**src/rtl/bcd_count_pkg.sv**
```systemverilog
// Shared types and constants for the BCD run counter.
// Optional wrap-around mode: BCD_COUNT_WRAP_EN.
package bcd_count_pkg;

  typedef enum logic [1:0] {
    IDLE,
    CONVERT,
    COUNT,
    DONE
  } state_t;

  localparam logic [3:0] BCD_NINE = 4'd9;
  localparam logic [3:0] BCD_ZERO = 4'd0;

  function automatic logic [31:0] pow10_m1(input int d);
    logic [31:0] p;
    p = 32'd1;
    for (int i = 0; i < d; i++) begin
      p = p * 32'd10;
    end
    return p - 32'd1;
  endfunction

endpackage

```
**src/rtl/bcd_count_n_bin2bcd_seq.sv**
```systemverilog
// Iterative double-dabble: one shift-add-3 step per clock, MAX_W steps.
// bcd/valid present the result of the step taken on the current edge.
module bin2bcd_seq
  import bcd_count_pkg::*;
#(
  parameter int DIGITS = 2,
  parameter int MAX_W  = 7
) (
  input  logic                  CLK,
  input  logic                  RST_N,
  input  logic                  start,
  input  logic [MAX_W-1:0]      bin,
  output logic [4*DIGITS-1:0]   bcd,
  output logic                  valid
);

  localparam int BW = 4 * DIGITS;
  localparam int CW = $clog2(MAX_W + 1);

  logic [MAX_W-1:0] sh_q, sh_d;
  logic [BW-1:0]    bcd_q, bcd_d;
  logic [BW-1:0]    adj, step;
  logic [CW-1:0]    cnt_q, cnt_d;
  logic             act_q, act_d;
  logic             last;

  always_comb begin
    adj = bcd_q;
    for (int i = 0; i < DIGITS; i++) begin
      if (bcd_q[4*i +: 4] > 4'd4) begin
        adj[4*i +: 4] = bcd_q[4*i +: 4] + 4'd3;
      end
    end
    step = (adj << 1) | BW'(sh_q[MAX_W-1]);
    last = act_q && (cnt_q == CW'(MAX_W - 1));

    sh_d  = sh_q;
    bcd_d = bcd_q;
    cnt_d = cnt_q;
    act_d = act_q;
    if (start) begin
      sh_d  = bin;
      bcd_d = '0;
      cnt_d = '0;
      act_d = 1'b1;
    end else if (act_q) begin
      sh_d  = sh_q << 1;
      bcd_d = step;
      cnt_d = cnt_q + 1'b1;
      act_d = !last;
    end
  end

  always_ff @(posedge CLK or negedge RST_N) begin
    if (!RST_N) begin
      sh_q  <= '0;
      bcd_q <= '0;
      cnt_q <= '0;
      act_q <= 1'b0;
    end else begin
      sh_q  <= sh_d;
      bcd_q <= bcd_d;
      cnt_q <= cnt_d;
      act_q <= act_d;
    end
  end

  assign bcd   = step;
  assign valid = last;

endmodule

```
**src/rtl/bcd_count_n.sv**
```systemverilog
// Multi-digit BCD run counter: latch limit, convert, count up/down.
// Define BCD_COUNT_WRAP_EN to reload the start value after each terminal.
module bcd_count_n
  import bcd_count_pkg::*;
#(
  parameter int DIGITS = 2,
  parameter int MAX_W  = 7
) (
  input  logic                CLK,
  input  logic                RST_N,
  input  logic                run,
  input  logic                down,
  input  logic [MAX_W-1:0]    max_count,
  output logic [4*DIGITS-1:0] digits,
  output logic                busy,
  output logic                done
);

  localparam int          BW    = 4 * DIGITS;
  localparam logic [31:0] CLAMP = pow10_m1(DIGITS);

  state_t          state_q, state_d;
  logic [BW-1:0]   digits_q, digits_d;
  logic [BW-1:0]   lim_q, lim_d;
  logic            down_q, down_d;
  logic            busy_q, busy_d;
  logic            done_q, done_d;

  logic            conv_start;
  logic            cv_valid;
  logic [BW-1:0]   cv_bcd;
  logic [MAX_W-1:0] lim_bin;
  logic [BW-1:0]   start_v, term_v, nxt;
  logic [BW-1:0]   cand, tgt;
  logic            step_en, hit;

  function automatic logic [BW-1:0] bcd_step(
    input logic [BW-1:0] v,
    input logic          dn
  );
    logic [BW-1:0] r;
    logic          c;
    logic [3:0]    d;
    r = v;
    c = 1'b1;
    for (int i = 0; i < DIGITS; i++) begin
      d = v[4*i +: 4];
      if (c) begin
        if (!dn) begin
          c = (d == BCD_NINE);
          r[4*i +: 4] = c ? BCD_ZERO : d + 4'd1;
        end else begin
          c = (d == BCD_ZERO);
          r[4*i +: 4] = c ? BCD_NINE : d - 4'd1;
        end
      end
    end
    return r;
  endfunction

  always_comb begin
    lim_bin = max_count;
    if ({{(32-MAX_W){1'b0}}, max_count} > CLAMP) begin
      lim_bin = CLAMP[MAX_W-1:0];
    end
  end

  assign conv_start = (state_q == IDLE) && run;

  bin2bcd_seq #(
    .DIGITS (DIGITS),
    .MAX_W  (MAX_W)
  ) u_conv (
    .CLK    (CLK),
    .RST_N  (RST_N),
    .start  (conv_start),
    .bin    (lim_bin),
    .bcd    (cv_bcd),
    .valid  (cv_valid)
  );

  always_comb begin
    state_d  = state_q;
    digits_d = digits_q;
    lim_d    = lim_q;
    down_d   = down_q;
    busy_d   = busy_q;
    done_d   = done_q;
    step_en  = 1'b0;
    hit      = 1'b0;

    start_v = down_q ? lim_q : '0;
    term_v  = down_q ? '0 : lim_q;
    nxt     = bcd_step(digits_q, down_q);
`ifdef BCD_COUNT_WRAP_EN
    if (digits_q == term_v) nxt = start_v;
`endif
    cand = nxt;
    tgt  = term_v;

    if (state_q != IDLE && !run) begin
      state_d  = IDLE;
      digits_d = '0;
      busy_d   = 1'b0;
      done_d   = 1'b0;
    end else begin
      unique case (state_q)
        IDLE: begin
          digits_d = '0;
          busy_d   = 1'b0;
          done_d   = 1'b0;
          if (run) begin
            state_d = CONVERT;
            down_d  = down;
            busy_d  = 1'b1;
          end
        end
        CONVERT: begin
          if (cv_valid) begin
            step_en = 1'b1;
            lim_d   = cv_bcd;
            cand    = down_q ? cv_bcd : '0;
            tgt     = down_q ? '0 : cv_bcd;
          end
        end
        COUNT:   step_en = 1'b1;
        DONE:    ;
        default: state_d = IDLE;
      endcase
    end

    // Shared landing for the first value after conversion and each count step
    if (step_en) begin
      hit      = (cand == tgt);
      digits_d = cand;
      state_d  = COUNT;
      busy_d   = 1'b1;
      done_d   = hit;
`ifndef BCD_COUNT_WRAP_EN
      if (hit) begin
        state_d = DONE;
        busy_d  = 1'b0;
      end
`endif
    end
  end

  always_ff @(posedge CLK or negedge RST_N) begin
    if (!RST_N) begin
      state_q  <= IDLE;
      digits_q <= '0;
      lim_q    <= '0;
      down_q   <= 1'b0;
      busy_q   <= 1'b0;
      done_q   <= 1'b0;
    end else begin
      state_q  <= state_d;
      digits_q <= digits_d;
      lim_q    <= lim_d;
      down_q   <= down_d;
      busy_q   <= busy_d;
      done_q   <= done_d;
    end
  end

  assign digits = digits_q;
  assign busy   = busy_q;
  assign done   = done_q;

endmodule
```
**config.mk**
```make
export PLATFORM = sky130hd
export DESIGN_NAME = bcd_count_n
export DESIGN_NICKNAME = d
export VERILOG_FILES = /design/src/rtl/bcd_count_pkg.sv /design/src/rtl/bcd_count_n_bin2bcd_seq.sv /design/src/rtl/bcd_count_n.sv
export SDC_FILE = /design/constraint.sdc
export NUM_CORES = 1
export LEC_CHECK = 0
export ABC_CLOCK_PERIOD_IN_PS = 2600
export BUFFER_PORTS_ARGS = -buffer_cell sky130_fd_sc_hd__buf_2
export CAP_MARGIN = 10
export CORE_MARGIN = 1
export CORE_UTILIZATION = 50
export DETAILED_ROUTE_END_ITERATION = 7
export PLACE_DENSITY = 0.68
export SLEW_MARGIN = 10
export SYNTH_ARGS = -nofsm -noshare
export SYNTH_HDL_FRONTEND = slang
export SYNTH_SLANG_ARGS = --single-unit
```
**constraint.sdc**
```tcl
create_clock -name CLK -period 2.6 [get_ports CLK]
set_input_delay 0.52 -clock CLK [delete_from_list [all_inputs] [get_ports CLK]]
set_output_delay 0.52 -clock CLK [all_outputs]
set_load 0.005 [all_outputs]
```
=== After elaboration in Yosys (flattened, before gate mapping) ===
Index checks and enable logic that the tools add are counted.

* Add/subtract/negate cells: 7
* Order comparisons: 3
* Equality and inequality tests: 6
* Muxes and demuxes: 47
* Bitwise gates (word level): 2
* Reductions and logical operators: 15

{| class="wikitable"
|+ Operators by type and width
! operator !! count
|-
| $mux W8 || 14
|-
| $mux W4 || 8
|-
| $mux W7 || 3
|-
| $mux W1 || 14
|-
| $mux W3 || 3
|-
| $add A4 B1 Y4 const B || 2
|-
| $eq A4 B4 Y1 const B || 2
|-
| $eq A8 B8 Y1 || 1
|-
| $gt A4 B3 Y1 const B || 2
|-
| $logic_not A4 Y1 || 2
|-
| $mux W2 || 4
|-
| $or A8 B1 Y8 || 1
|-
| $sub A4 B1 Y4 const B || 2
|-
| $gt A7 B7 Y1 const B || 1
|-
| $reduce_and A3 Y1 || 2
|-
| $reduce_bool A3 Y1 || 2
|-
| $add A4 B2 Y4 const B || 1
|-
| $reduce_bool A2 Y1 || 2
|-
| $add A3 B1 Y3 const B || 1
|-
| $add A3 B2 Y3 const B || 1
|-
| $eq A3 B3 Y1 const B || 1
|-
| $logic_and A1 B1 Y1 || 3
|-
| $eq A2 B1 Y1 const B || 1
|-
| $eq A2 B2 Y1 const B || 1
|-
| other kinds (5) || 6
|}

* Flip-flop bits (word level): 40
* Input port bits: 11
* Word-level logic and storage cells: 90

=== Depth between registers and ports, before layout ===
Gate-level depths: netlist of the first run.

* Word-level depth: 10
* Gate-level depth with buffers: 12
* Gate-level depth less buffers: 10

=== Hierarchy ===
From an unflattened synthesis of the first run, not the netlist that was laid out.

* Cells, all modules: 371
* Area, all modules: 3098.0 um^2

{| class="wikitable"
|+ By module, submodules not included
! module !! instances !! cells an instance !! area each (um^2) !! sequential area each (um^2)
|-
| bcd_count_n || 1 || 252 || 1940.6 || 525.5
|-
| bin2bcd_seq || 1 || 119 || 1157.4 || 475.5
|}

=== Worst setup path after synthesis of the first run ===
OpenSTA, ideal clock, no wires.

* Path type: register to register
* From: register state_q[0]
* To: register state_q[0]
* Arrival: 2.607 ns
* Data required time: 2.506 ns
* Path slack: -0.101 ns
* Stages on the path, launching flop included: 13
* Path buffers: 2
* Clock period less this slack: 2.701 ns
* Path through: dfrtp_1 inv_1 ha_1 buf_4 or2_2 and2_1 buf_6 nor4b_2 nor4_1 o21bai_1 nor4_1 o2111ai_1 a221oi_2

* Longest elaborated chain between the ends: 6

{| class="wikitable"
|+ RTL lines
! what !! line !! text
|-
| from (decl) || bcd_count_n.sv:22 || <nowiki>state_t state_q, state_d;</nowiki>
|-
| from (signal assigned) || bcd_count_n.sv:157 || <nowiki>state_q <= state_d;</nowiki>
|-
| $eq A2 B1 Y1 / $reduce_bool A2 Y1 (equally long branches) || bcd_count_n.sv:107, bcd_count_n.sv:101 ||
|-
| $mux W8 / $logic_and A1 B1 Y1 (equally long branches) || bcd_count_n.sv:107, bcd_count_n.sv:101 ||
|-
| $mux W8 || bcd_count_n.sv:101 || <nowiki>if (state_q != IDLE && !run) begin</nowiki>
|-
| $eq A8 B8 Y1 || bcd_count_n.sv:134 || <nowiki>hit = (cand == tgt);</nowiki>
|-
| $mux W1 || bcd_count_n.sv:140 || <nowiki>if (hit) begin</nowiki>
|-
| $mux W2 || bcd_count_n.sv:133 || <nowiki>if (step_en) begin</nowiki>
|}

Several ways; a longest one is shown, not always the timed one.
A chain may end at the register's enable or synchronous reset.

=== Worst setup path in the final report of the first run ===
* From: register down_q
* To: register state_q[0]

* Longest elaborated chain between the ends: 8

{| class="wikitable"
|+ RTL lines
! what !! line !! text
|-
| from (decl) || bcd_count_n.sv:25 || <nowiki>logic down_q, down_d;</nowiki>
|-
| from (signal assigned) || bcd_count_n.sv:160 || <nowiki>down_q <= down_d;</nowiki>
|-
| $mux W4 / $mux W1 (equally long branches) || bcd_count_n.sv:49 || <nowiki>if (!dn) begin</nowiki>
|-
| $mux W4 || bcd_count_n.sv:48 || <nowiki>if (c) begin</nowiki>
|-
| $mux W8 || bcd_count_n.sv:119 || <nowiki>if (cv_valid) begin</nowiki>
|-
| $mux W8 || bcd_count_n.sv:107 || <nowiki>unique case (state_q)</nowiki>
|-
| $mux W8 || bcd_count_n.sv:101 ||
|-
| $eq A8 B8 Y1 (*) || bcd_count_n.sv:134 ||
|-
| $mux W1 (*) || bcd_count_n.sv:140 ||
|-
| $mux W2 (*) || bcd_count_n.sv:133 ||
|}

Mark *: on every way between the ends. The rest lies on a longest branch, timed or not.

==> results of run 1 <==
## cells by family after synthesis
family / share of synthesized area, %
simple gates: 21.1
compound gates: 20.7
flops: 37.8
buf+inv: 7.76
mux: 4.92
xor+xnor: 3.97
fa+ha+maj: 3.69
## critical path, cell delays in order, from the launching register on
cell and delay, ns:
dfrtp_1 0.39, or3b_4 0.40, a211o_4 0.37, and3_4 0.19
a311oi_2 0.30, o21bai_1 0.14, nor4_2 0.17, o2111ai_2 0.18
a221oi_2 0.30
## power groups by stage
stage | Combinational, mW | Sequential [mW] | Clock, mW
2_1_floorplan | 1.27 | 0.982 | 0
3_3_place_gp | 1.56 | 1.03 | 0
3_5_place_dp | 1.59 | 1.03 | 0
4_1_cts | 1.62 | 1.02 | 0.508
5_1_grt | 1.91 | 1.05 | 0.524
6_report | 1.69 | 1.03 | 0.497
## final cells by class
cell class | count | area, sq um | area share [%]
clock buffer | 6 | 72.6 | 2.37
timing repair buffer | 46 | 295 | 9.65
tap | 70 | 87.6 | 2.86
sequential | 40 | 1000 | 32.7
multi-input combinational | 230 | 1510 | 49.4
inverter | 15 | 56.3 | 1.84
clock inverter | 2 | 35.0 | 1.14
## what timing repair did
action	in CTS	in global routing
buffers inserted	0	1
endpoints found under the hold margin	0	0
gates resized for setup	2	11
setup endpoints to repair	2	2
pin swaps	0	5
## cell usage after synthesis, drive strengths merged (3+ instances only)
master  count
nand2      45
dfrtp      40
nor2       27
a21oi      22
o21ai      21
inv        15
mux2i      13
buf        12
nor3       10
clkbuf      8
ha          7
xor2        7
xnor2       5
nand2b      4
nand3       4
o21a        4
a211oi      3
a22o        3
and2        3
nor4b       3
o21bai      3
o31ai       3
## sequential cells by signal, summed over array words and instances, names as in the netlist
name and cells:
busy 1, digits 8, done 1, down_q 1
lim_q 8, state_q 2, u_conv.act_q 1, u_conv.bcd_q 8
u_conv.cnt_q 3, u_conv.sh_q 7
## worst min path at each step
stage	start	endpoint	cells after the start
finish	RST_N	lim_q[4]$_DFFE_PN0P_	1
global route	RST_N	lim_q[4]$_DFFE_PN0P_	1
CTS	RST_N	digits[3]$_DFFE_PN0P_	1
detailed placement	done$_DFFE_PN0P_	done$_DFFE_PN0P_	2
global placement	lim_q[2]$_DFFE_PN0P_	lim_q[2]$_DFFE_PN0P_	2
floorplan	RST_N	busy$_DFFE_PN0P_	0
## routing by layer
layer  GRT usage, %  wire length (microns)
met2           32.9                   2650
met4           4.61                     32
met3           4.28                    200
met5              0                      0
met1           31.8                   2860
## cell usage in the layout, fill, tap and decap left out, drive strengths merged, types with 3 or more instances in the layout
cell	count
a211oi	3
a21oi	22
a22o	3
and2	3
buf	46
clkbuf	6
dfrtp	40
ha	7
inv	15
mux2i	13
nand2	45
nand2b	4
nand3	4
nor2	27
nor3	10
nor4b	3
o21a	4
o21ai	21
o21bai	3
o31ai	3
xnor2	5
xor2	7
## through the flow
step / setup slack [ns] / setup TNS (ns) / cells / power, mW / utilization, %
final: 0.0716 / 0 / 409 / 3.21 / 59.9
after global routing: -0.0614 / -0.0614 / 409 / 3.49 / 59.9
after CTS: 0.00180 / 0 / 408 / 3.14 / 58.7
after detailed placement: -0.00179 / -0.00179 / 400 / 2.62 / 56.4
after global placement: 0.0423 / 0 / 400 / 2.59 / 56.4
after floorplan: 0.0539 / 0 / 305 / 2.25 / -
==> impl_metrics.env, run 1 <==
export IMPL_portBuffers=20
export IMPL_overflow=0
export IMPL_r2r_end="state_q[0]$_DFFE_PN0P_"
export IMPL_slew_headroom_pct=41.4
export IMPL_setup_viol=0
export IMPL_area_growth_pct=15.7
export IMPL_cts_clk_slew_worst_paths_ns=0.09
export IMPL_synth_nets=323
export IMPL_fmax_mhz=396
export IMPL_antenna_found_initial=0
export IMPL_clk_latency_ns=0.29
export IMPL_p_switching_mw=1.33
export IMPL_hold_ws_ns=0.348
export IMPL_drive_above_1_share_pct=22.1
export IMPL_combPwrFrac_pct=52.6
export IMPL_ant_nets=0
export IMPL_r2r_cells=8
export IMPL_fin_crit_sh_pct=97.2
export IMPL_track_usage_pct=21.6
export IMPL_fin_skew_ns=0.0142
export IMPL_dieArea_sq_mm=0.00558
export IMPL_synth_edf_count=0
export IMPL_grt_max_degree=41
export IMPL_die_h_microns=74.7
export IMPL_regToRegSetupSlack_ns=0.07
export IMPL_core_area_sq_mm=0.00511
export IMPL_grt_pass1_wl_microns=9130
export IMPL_p_sw_share_pct=41.3
export IMPL_yosysUniqueCellTypes=61
export IMPL_rsz0062_at_grt="yes"
export IMPL_die_x_microns=74.7
export IMPL_vias_per_cell=5.56
export IMPL_worstPathRequired_ns=2.80
export IMPL_peakVddDrop_mv=0.779
export IMPL_grt_pass1_vias=1931
export IMPL_row_count=26
export IMPL_vias=2275
export IMPL_layout_nets=356
export IMPL_seqPwrFrac_pct=31.9
export IMPL_hp_class="input pin to async pin"
export IMPL_period_needed_ns=2.53
export IMPL_netlist_top_cell_by_area="dfrtp_1"
export IMPL_gp_congestion=0.903
export IMPL_drt_iter0_drc=149
export IMPL_clockBufferDepth=2
export IMPL_worst_pin_slew_ns=0.880
export IMPL_fill_cells=498
export IMPL_synth_area_leaders="dfrtp_1 38%, nand2_1 6.4%, mux2i_1 4.9%"
export IMPL_maxSlewViolCount=0
export IMPL_cts_sinks=40
export IMPL_hold_violations=0
export IMPL_rr_startpoint="down_q$_DFFE_PN0P_"
export IMPL_htree_levels=2
export IMPL_cts_tree="built"
export IMPL_pin_count=21
export IMPL_ys_ff_latch=40
export IMPL_synth_top_area_share_pct=37.8
export IMPL_root_buffer="clkbuf_8"
export IMPL_worst_setup_path_start_kind="flop"
export IMPL_cts_buffers=5
export IMPL_synth_cells=305
export IMPL_syn_avg_cell_area_sq_um=8.67
export IMPL_ys_warn_count=0
export IMPL_routed_wl_microns=5740
export IMPL_pwr_share_clk_pct=15.5
export IMPL_maxCapViolCount=0
export IMPL_syn_area_sq_mm=0.00265
export IMPL_status="finished, final reports clean"
export IMPL_async_flop_share_pct=100
export IMPL_drt_pass1_iterations=4
export IMPL_path_max_fanout=4
export IMPL_final_area_sq_mm=0.00306
export IMPL_synthFlopType="dfrtp_1"
export IMPL_hpwl_microns=4150
export IMPL_post_drt_wl_per_cell_microns=14.0
export IMPL_critPathCaptureType="flop"
export IMPL_worst_ep_arrival_time_ns=2.72
export IMPL_crit_path_end="state_q[0]$_DFFE_PN0P_"
export IMPL_ys_seq_area_share_pct=37.8
export IMPL_place_area_sq_mm=0.00288
export IMPL_path_class="flop to flop"
export IMPL_start_util_pct=51.8
export IMPL_p_leak_nw=1.46
export IMPL_power_density_mw_per_mm2=1050
export IMPL_drc=0
export IMPL_crit_start="down_q$_DFFE_PN0P_"
export IMPL_cts_hold_buf=0
export IMPL_internal_power_mw=1.89
export IMPL_antennaDiodeCount=0
No activity file was read; power rests on OpenSTA's default activity.
==> inputs of run 2 (changes only) <==
- PLACE_DENSITY: 0.68 -> 0.83
==> run 2 against run 1 <==
Effect of this change: via count is 3.2% higher; wire length grew 1.9%; utilization is 0.098 points higher; clock power is 14% lower; clock skew fell by 0.0024 ns; hold slack better by 0.00076 ns; highest routed layer unchanged; combinational power up 2%; critical path type unchanged.
==> impl_metrics.env, run 2 (synthesis gave the netlist of run 1 again) <==
export IMPL_overflow=0
export IMPL_cts_buffers=5
export IMPL_path_class="flop to flop"
export IMPL_hold_violations=0
export IMPL_hp_class="input pin to async pin"
export IMPL_setup_tns_ns=0
export IMPL_critPathCaptureType="flop"
export IMPL_setup_viol=0
export IMPL_final_core_util_pct=60.0
export IMPL_area_growth_pct=15.9
export IMPL_status="finished, final reports clean"
export IMPL_combPwrFrac_pct=54.3
export IMPL_routed_wl_microns=5850
export IMPL_p_switching_mw=1.34
export IMPL_gp_congestion=0.914
export IMPL_antenna_found_initial=0
export IMPL_rsz0062_at_grt="yes"
export IMPL_vias=2347
export IMPL_slew_headroom_pct=39.3
export IMPL_peakVddDrop_mv=0.601
export IMPL_antennaDiodeCount=0
export IMPL_grt_pass1_wl_microns=9250
export IMPL_pin_count=21
export IMPL_cts_sinks=40
export IMPL_clk_latency_ns=0.30
export IMPL_total_power_mw=3.18
export IMPL_layout_cells_non_filler=412
export IMPL_drt_pass1_iterations=4
export IMPL_path_max_fanout=4
export IMPL_p_sw_share_pct=42.2
export IMPL_regToRegSetupSlack_ns=0.04
export IMPL_fmax_mhz=391
export IMPL_portBuffers=20
export IMPL_power_density_mw_per_mm2=1040
export IMPL_drive_above_1_share_pct=22.2
export IMPL_core_area_sq_mm=0.00511
export IMPL_grt_pass1_vias=2062
export IMPL_seqPwrFrac_pct=32.2
export IMPL_internal_power_mw=1.84
export IMPL_vias_per_cell=5.70
export IMPL_maxSlewViolCount=0
export IMPL_fin_skew_ns=0.0118
export IMPL_p_leak_nw=1.46
export IMPL_final_area_sq_mm=0.00307
export IMPL_hpwl_microns=4120
export IMPL_cts_hold_buf=0
export IMPL_die_h_microns=74.7
export IMPL_post_drt_wl_per_cell_microns=14.2
export IMPL_grt_max_degree=41
export IMPL_worst_pin_slew_ns=0.910
export IMPL_root_buffer="clkbuf_8"
export IMPL_worstPathRequired_ns=2.81
export IMPL_final_common_cell="nand2_1"
export IMPL_place_area_sq_mm=0.00287
export IMPL_fin_crit_sh_pct=98.3
export IMPL_track_usage_pct=21.9
export IMPL_drc=0
export IMPL_dieArea_sq_mm=0.00558
export IMPL_row_count=26
export IMPL_die_x_microns=74.7
export IMPL_final_cell_mix="45 x nand2_1, 39 x dfrtp_1, 27 x nor2_1, 27 x buf_4, 21 x o21ai_0"
export IMPL_worst_ep_arrival_time_ns=2.77
export IMPL_clockBufferDepth=2
export IMPL_period_needed_ns=2.56
export IMPL_place_inst=399
export IMPL_worst_setup_path_start_kind="flop"
export IMPL_layout_nets=359
export IMPL_r2r_cells=9
export IMPL_drt_iter0_drc=159
export IMPL_ant_nets=0
export IMPL_rr_startpoint="digits[3]$_DFFE_PN0P_"
export IMPL_maxCapViolCount=0
export IMPL_cts_clk_slew_worst_paths_ns=0.08
export IMPL_htree_levels=2
export IMPL_r2r_end="state_q[0]$_DFFE_PN0P_"
export IMPL_start_util_pct=51.8
export IMPL_pwr_share_clk_pct=13.4
export IMPL_cts_tree="built"
-- run 2: metal layers --
layer / GRT usage, % / wire length [microns]
met2: 35.5 / 2780
met3: 5.09 / 275
met1: 29.0 / 2680
met4: 7.34 / 121
met5: 0 / 0
-- run 2: area by class of cell --
| class | count | area (sq um) |
|---|---|---|
| clock buffer | 6 | 82.6 |
| clock inverter | 2 | 10.0 |
| fill | 461 | 2040 |
| inverter | 15 | 56.3 |
| multi-input combinational | 230 | 1500 |
| sequential | 40 | 1000 |
| tap | 70 | 87.6 |
| timing repair buffer | 49 | 325 |
-- run 2: power by group through the flow --
stage / Combinational [mW] / Sequential, mW / Clock (mW)
2_1_floorplan: 1.27 / 0.982 / 0
3_3_place_gp: 1.54 / 1.02 / 0
3_5_place_dp: 1.59 / 1.03 / 0
4_1_cts: 1.60 / 1.02 / 0.438
5_1_grt: 1.93 / 1.06 / 0.456
6_report: 1.73 / 1.03 / 0.428
-- run 2: metrics by stage --
step | setup WS (ns) | hold slack (ns)
after CTS | 0.0547 | 0.371
after global routing | -0.103 | 0.417
after global placement | 0.0236 | 0.482
after floorplan | 0.0539 | 0.224
final | 0.0437 | 0.349
after detailed placement | -0.0343 | 0.493
-- run 2: how the worst max path moves through the flow --
stage / startpoint / end / slack, ns / depth (start not counted)
floorplan: state_q[0]$_DFFE_PN0P_ / busy$_DFFE_PN0P_ / 0.05 / 12
global placement: run / busy$_DFFE_PN0P_ / 0.02 / 9
detailed placement: run / busy$_DFFE_PN0P_ / -0.03 / 9
CTS: digits[3]$_DFFE_PN0P_ / busy$_DFFE_PN0P_ / 0.05 / 9
global route: digits[3]$_DFFE_PN0P_ / state_q[0]$_DFFE_PN0P_ / -0.10 / 9
finish: digits[3]$_DFFE_PN0P_ / state_q[0]$_DFFE_PN0P_ / 0.04 / 9
-- run 2: repair_timing --
item | 4_1_cts | 5_1_grt
pin swaps | 0 | 4
setup endpoints to repair | 2 | 3
setup buffers | 0 | 5
gates resized for setup | 2 | 14
-- run 2: critical path: stages, from the launching register on --
cell and delay, ns:
dfrtp_1 0.38, or3b_4 0.41, a211o_4 0.36, buf_6 0.13, nor4b_4 0.26, nor4_2 0.09, o21bai_1 0.15, nor4_1 0.19
o2111ai_1 0.22, a221oi_2 0.28
